**src/rtl/instr_fetch.sv**
```systemverilog
// Single-outstanding instruction fetch unit: issues word-aligned requests at pc,
// holds each returned instruction until decode accepts it, and handles flush and misaligned-PC faults.
module instr_fetch #(
    parameter int xlen = 64
) (
    input  logic            clk,
    input  logic            rst,
    input  logic [xlen-1:0] pc,
    output logic            pc_en,
    input  logic            flush,
    output logic            imem_req_valid,
    input  logic            imem_req_ready,
    output logic [xlen-1:0] imem_req_addr,
    input  logic            imem_resp_valid,
    input  logic [31:0]     imem_resp_data,
    output logic [31:0]     instr,
    output logic [xlen-1:0] instr_pc,
    output logic            instr_valid,
    input  logic            instr_ready,
    output logic            fault,
    output logic [31:0]     fetch_count
);

    typedef enum logic [2:0] {
        IDLE,
        REQ,
        WAIT,
        HOLD,
        DRAIN,
        FAULT
    } state_t;

    state_t          state_q;
    logic [31:0]     instr_q;
    logic [xlen-1:0] instr_pc_q;
    logic            instr_valid_q;
    logic            fault_q;
    logic [31:0]     fetch_count_q;
    logic [31:0]     fetch_count_d;
    logic            deliver;

    // The request is valid only in the cycle it is offered; a flush withdraws it immediately.
    assign imem_req_valid = !rst && (state_q == REQ) && (pc[1:0] == 2'b00) && !flush;
    assign imem_req_addr  = pc;
    assign pc_en          = !rst && ((flush && (state_q != IDLE)) || (imem_req_valid && imem_req_ready));

    // A flush in HOLD cancels the delivery even if decode is ready the same cycle.
    assign deliver = (state_q == HOLD) && instr_ready && !flush;

    // NOTE: always_comb assigns every output unconditionally, so no latch can be inferred.
    always_comb begin
        fetch_count_d = fetch_count_q + 32'(deliver);
    end

    // NOTE: sequential state uses non-blocking assignments so every register samples pre-edge values.
    always_ff @(posedge clk) begin
        if (rst) begin
            state_q       <= IDLE;
            instr_q       <= '0;
            instr_pc_q    <= '0;
            instr_valid_q <= 1'b0;
            fault_q       <= 1'b0;
            fetch_count_q <= '0;
        end else begin
            fetch_count_q <= fetch_count_d;
            case (state_q)
                IDLE: state_q <= REQ;
                REQ: begin
                    if (!flush) begin
                        if (pc[1:0] != 2'b00) begin
                            fault_q <= 1'b1;
                            state_q <= FAULT;
                        end else if (imem_req_ready) begin
                            instr_pc_q <= pc;
                            state_q    <= WAIT;
                        end
                    end
                end
                WAIT: begin
                    if (flush) begin
                        // A response arriving with the flush retires the request; otherwise it is still owed.
                        state_q <= imem_resp_valid ? REQ : DRAIN;
                    end else if (imem_resp_valid) begin
                        instr_q       <= imem_resp_data;
                        instr_valid_q <= 1'b1;
                        state_q       <= HOLD;
                    end
                end
                HOLD: begin
                    if (flush || instr_ready) begin
                        instr_valid_q <= 1'b0;
                        state_q       <= REQ;
                    end
                end
                DRAIN: begin
                    if (!flush && imem_resp_valid) begin
                        state_q <= REQ;
                    end
                end
                FAULT: begin
                    if (flush) begin
                        fault_q <= 1'b0;
                        state_q <= REQ;
                    end
                end
                default: state_q <= IDLE;
            endcase
        end
    end

    assign instr       = instr_q;
    assign instr_pc    = instr_pc_q;
    assign instr_valid = instr_valid_q;
    assign fault       = fault_q;
    assign fetch_count = fetch_count_q;

endmodule

```
**config.mk**
```make
export PLATFORM = sky130hd
export DESIGN_NAME = instr_fetch
export DESIGN_NICKNAME = d
export VERILOG_FILES = /design/src/rtl/instr_fetch.sv
export SDC_FILE = /design/constraint.sdc
export NUM_CORES = 1
export LEC_CHECK = 0
export BUFFER_PORTS_ARGS = -buffer_cell sky130_fd_sc_hd__clkbuf_2
export CAP_MARGIN = 30
export CORE_UTILIZATION = 41
export CTS_BUF_LIST = sky130_fd_sc_hd__clkbuf_8 sky130_fd_sc_hd__clkbuf_16
export DETAILED_ROUTE_END_ITERATION = 12
export PLACE_DENSITY = 0.78
export SYNTH_ARGS = -nofsm -noshare
export SYNTH_HDL_FRONTEND = slang
export SYNTH_SLANG_ARGS = --single-unit
```
**constraint.sdc**
```tcl
create_clock -name clk -period 2.6 [get_ports clk]
set_clock_uncertainty 0.05 [all_clocks]
set_input_delay 0.13 -clock clk [delete_from_list [all_inputs] [get_ports clk]]
set_output_delay 0.13 -clock clk [all_outputs]
set_load 0.05 [all_outputs]
```
==> run metrics <==
outcome=complete, no violations; switching power share of the total=between 20% and 30%; DRT Pass-1 Iters=7; critical path arrival=2.82 ns; power density over cell area=643 nW/um^2; min setup slack post-route=about 0.066 ns; internal power=about 4000 uW; CP max-delay cell=or4_4; worst hold slack after final layout=around 0.083 ns; number of warnings reported in the yosys synthesis log=0; number of rows created at floorplan=between 40 and 50; fill count=approximately 1000; share of the synthesized area in the top cell type=between 40% and 50%; number of buffers created by CTS=17; residual DRC count=0; number of buffers on the longest clock path=2; number of nets in the finished design=1068; Sequential Power Share=around two fifths; final worst path period share=between 90% and 100%; Non-Filler Instances=~1200; number of cells traversed by the worst register-to-register path=8; wire length of the first global-routing pass=27.5 mm; area taken by multi-input logic gates=between 2000 and 2500 um^2; post-synthesis compound-gate area fraction=just over 9%; combinational share of power=15.1%; type of the worst min-delay path=primary input to register; number of synthesized flops with an enable pin=0; type of destination of the critical path=register; Static Leak=around 0.0042 uW; Yosys reg bits=133; actual slew at the worst max-slew pin=about 0.56 ns; Max-slew headroom=62.5%; synthesized instance count=640; post-layout power=5500 uW; count of endpoints failing setup in the final report=0; number of instances in the placed design=1023; critical setup path kind=register to register; buffer type at the clock tree root=clkbuf_16; worst setup slack before clock tree synthesis=0.144 ns; antenna violations before repair=0; Unique masters post-synth=48; die outline height=approximately 120 um; largest family of logic cells by synthesized area=simple AND/OR/NAND/NOR gates; global-route total usage across every layer=between 20 and 25%; area leader, netlist=dfxtp_1; worst setup path endpoint=fetch_count[26]; startpoint type of the worst setup path=register; Starting Density=around 43%; dominant cells by area after synthesis=dfxtp_1, mux2i_1, buf_4; relative area change from synthesis to final layout=49.7%; origin of the critical flop-to-flop path=state_q[1]; Die ar.=around 14000 um^2; Sw Pwr=around 1400 uW; number of primary I/O pins=~300; clk sinks=roughly 130; proportion of layout cells with a drive suffix above 1=a little under two fifths; primary flip-flop cell chosen by synthesis mapping=dfxtp_1; count of buffer and inverter cells on the critical path=0; post-synthesis net count=between 700 and 800; XOR/XNOR Fraction of Synth Area=roughly 1.4%; Worst Path Required=slightly below 3 ns; reg-to-reg critical path endpoint=fetch_count[26]; maximum clock rate=roughly 0.39 GHz; H-tree lvl count=4; TritonCTS clock tree=built; final-report max-slew violation count=0; antenna viol nets, final=0; horizontal die dimension=120 um; mux cell area share after synthesis=about 11%; clock latency on the worst-skew pair=0.41 ns; max-cap check violation count=0; post-layout minimum cycle time=2.53 ns; critical path startpoint=state_q[1]; Post-synth ARST share=0%; Levels on crit path=8; diode count=0; Final Hold Viols=0; average via count per standard cell=5.01; post-DP HPWL=around 11 mm; GRT Residual Overflow=0; crit-path leading delay family=simple AND/OR/NAND/NOR gates; routed via count=approximately 5800; VDD IR-drop max=~0.56 mV; Critical Path Max Stage Delay=0.60 ns; synthesized-area fraction occupied by and/or/nand/nor cells=roughly a fifth; setup slack of the most critical reg-to-reg path=approximately 0.066 ns; Total Wirelength=17.8 mm; fraction of the yosys area taken by sequential cells=46.6%; relative contribution of the clock network to total power=between 40% and 50%; post-synthesis instance area=5710 um^2; placeable core region=13400 um^2; area occupied by registers=between 2000 and 3000 um^2; Core Util, Final=between 60% and 70%; DRT iter0 DRCs=between 300 and 400; maximum number of pins on one net before global-route repair=65; maximum fanout along the worst path=7; Avg Cell Area, Syn=between 8 and 9 um^2; CP cell instances=or3b_4 -> nor2_4 -> ha_4 -> ha_4 -> nand2_4 -> or4_4 -> or4_1 -> a21oi_1; IO buf count=about 300; most prevalent standard cell on the critical path=ha_4; adder-cell area share of the yosys netlist=less than 1%; clock transition time at the flip-flop clock pins of the worst setup and hold paths=approximately 0.06 ns; DR WL/cell=15.5 um; via count of the first global-routing pass=approximately 5600; RD Place Congestion=0.805
==> synthesized netlist by cell type, types with 2 or more instances <==
cell      instances
a21oi_1          56
a31oi_1           2
and2_1            2
and3b_1           2
and4_1            2
buf_1             2
buf_2             7
buf_4            64
clkbuf_1         27
dfxtp_1         133
ha_1              3
inv_1            10
mux2i_1          62
nand2_1          80
nand2b_1          2
nand3_1          15
nand4_1           5
nor2_1           78
nor2b_1           4
nor3_1            4
nor3b_1           2
nor4_1            5
o21ai_0           8
o31ai_1          14
o41ai_1           4
or3_1             3
or4_1            14
or4b_1            2
or4b_2            2
xnor2_1           5
xor2_1            4
==> layout by cell type, fill, tap and decap left out, types with 3 or more instances in the layout <==
cell / netlist / final
clkbuf_2: 0 / 296
clkinv_2: 0 / 4
buf_4: 64 / 12
o31ai_1: 14 / 14
xnor2_1: 5 / 5
nand4_1: 5 / 5
or4_1: 14 / 13
o41ai_1: 4 / 4
nand2_1: 80 / 79
inv_1: 10 / 12
xor2_1: 4 / 4
clkbuf_16: 0 / 17
clkbuf_8: 0 / 4
nand3_1: 15 / 15
mux2i_1: 62 / 62
or3_1: 3 / 3
or4_4: 1 / 3
nor3_1: 4 / 4
a21oi_1: 56 / 55
o21ai_0: 8 / 8
nor2_1: 78 / 76
nor2b_1: 4 / 4
bufinv_16: 0 / 4
nor4_1: 5 / 5
dlygate4sd3_1: 0 / 94
dfxtp_1: 133 / 132
==> cell type report <==
| type | count | area share [%] |
|---|---|---|
| clock inverters | 11 | 1.81 |
| inverters | 10 | 0.439 |
| repair buffers | 404 | 29.8 |
| flip-flops and latches | 133 | 31.1 |
| well taps | 176 | 2.57 |
| multi-input cells | 397 | 28.6 |
| clock buffers | 21 | 5.62 |
==> per-stage QoR <==
stage                     area, um^2  setup TNS (ns)
after floorplan                 5760               0
after global placement          6940               0
after detailed placement        6940               0
after CTS                       8510               0
after global routing            8550         -0.0108
final                           8550               0
==> sequential cells by signal, summed over array words and instances (netlist names) <==
name / count
state_q: 3
instr: 32
fault: 1
instr_valid: 1
fetch_count: 32
instr_pc: 64
==> what timing repair did <==
| item | CTS | global route |
|---|---|---|
| endpoints found under the hold margin | 94 | 0 |
| buffers inserted | 0 | 2 |
| resized for setup | 0 | 5 |
| hold buffers | 94 | 0 |
| endpoints found under the setup margin | 0 | 1 |
==> worst register-to-register path, cell delays in order (launching register included) <==
cell,delay [ns]
dfxtp_2,0.32
or3b_4,0.40
nor2_4,0.14
ha_4,0.16
ha_4,0.15
nand2_4,0.07
or4_4,0.60
or4_1,0.43
a21oi_1,0.15
==> cell families after synthesis <==
logic type / count (synthesis)
xor+xnor: 9
flops: 133
buf+inv: 111
fa+ha+maj: 3
simple gates: 231
mux: 63
compound gates: 90
==> metal layers <==
layer,global-route usage (%),routed length [um],vias up
met1,26.8,6970,2690
met2,42.3,9080,243
met3,7.60,1240,41
li1,-,-,2792
met4,11.3,528,0
met5,0,0,-
==> power groups by stage <==
| stage | clock network (uW) | registers [uW] | logic, uW |
|---|---|---|---|
| after CTS | 2610 | 2100 | 823 |
| after floorplan | 0 | 2240 | 450 |
| final | 2570 | 2100 | 833 |
| after detailed placement | 0 | 2140 | 705 |
| after global placement | 0 | 2140 | 703 |
| after global routing | 2700 | 2100 | 879 |
==> how the worst min path moves through the flow <==
| stage | from | to | slack (ns) | cells after the start |
|---|---|---|---|---|
| floorplan | imem_resp_data[0] | instr[0] | 0.22 | 2 |
| global placement | imem_resp_data[23] | instr[23] | 0.30 | 3 |
| detailed placement | imem_resp_data[25] | instr[25] | 0.31 | 3 |
| CTS | pc[1] | state_q[1] | 0.07 | 4 |
| global route | imem_resp_valid | state_q[0] | 0.1 | 3 |
| finish | pc[0] | state_q[1] | 0.08 | 4 |
Power figures use the tool's default switching activity.
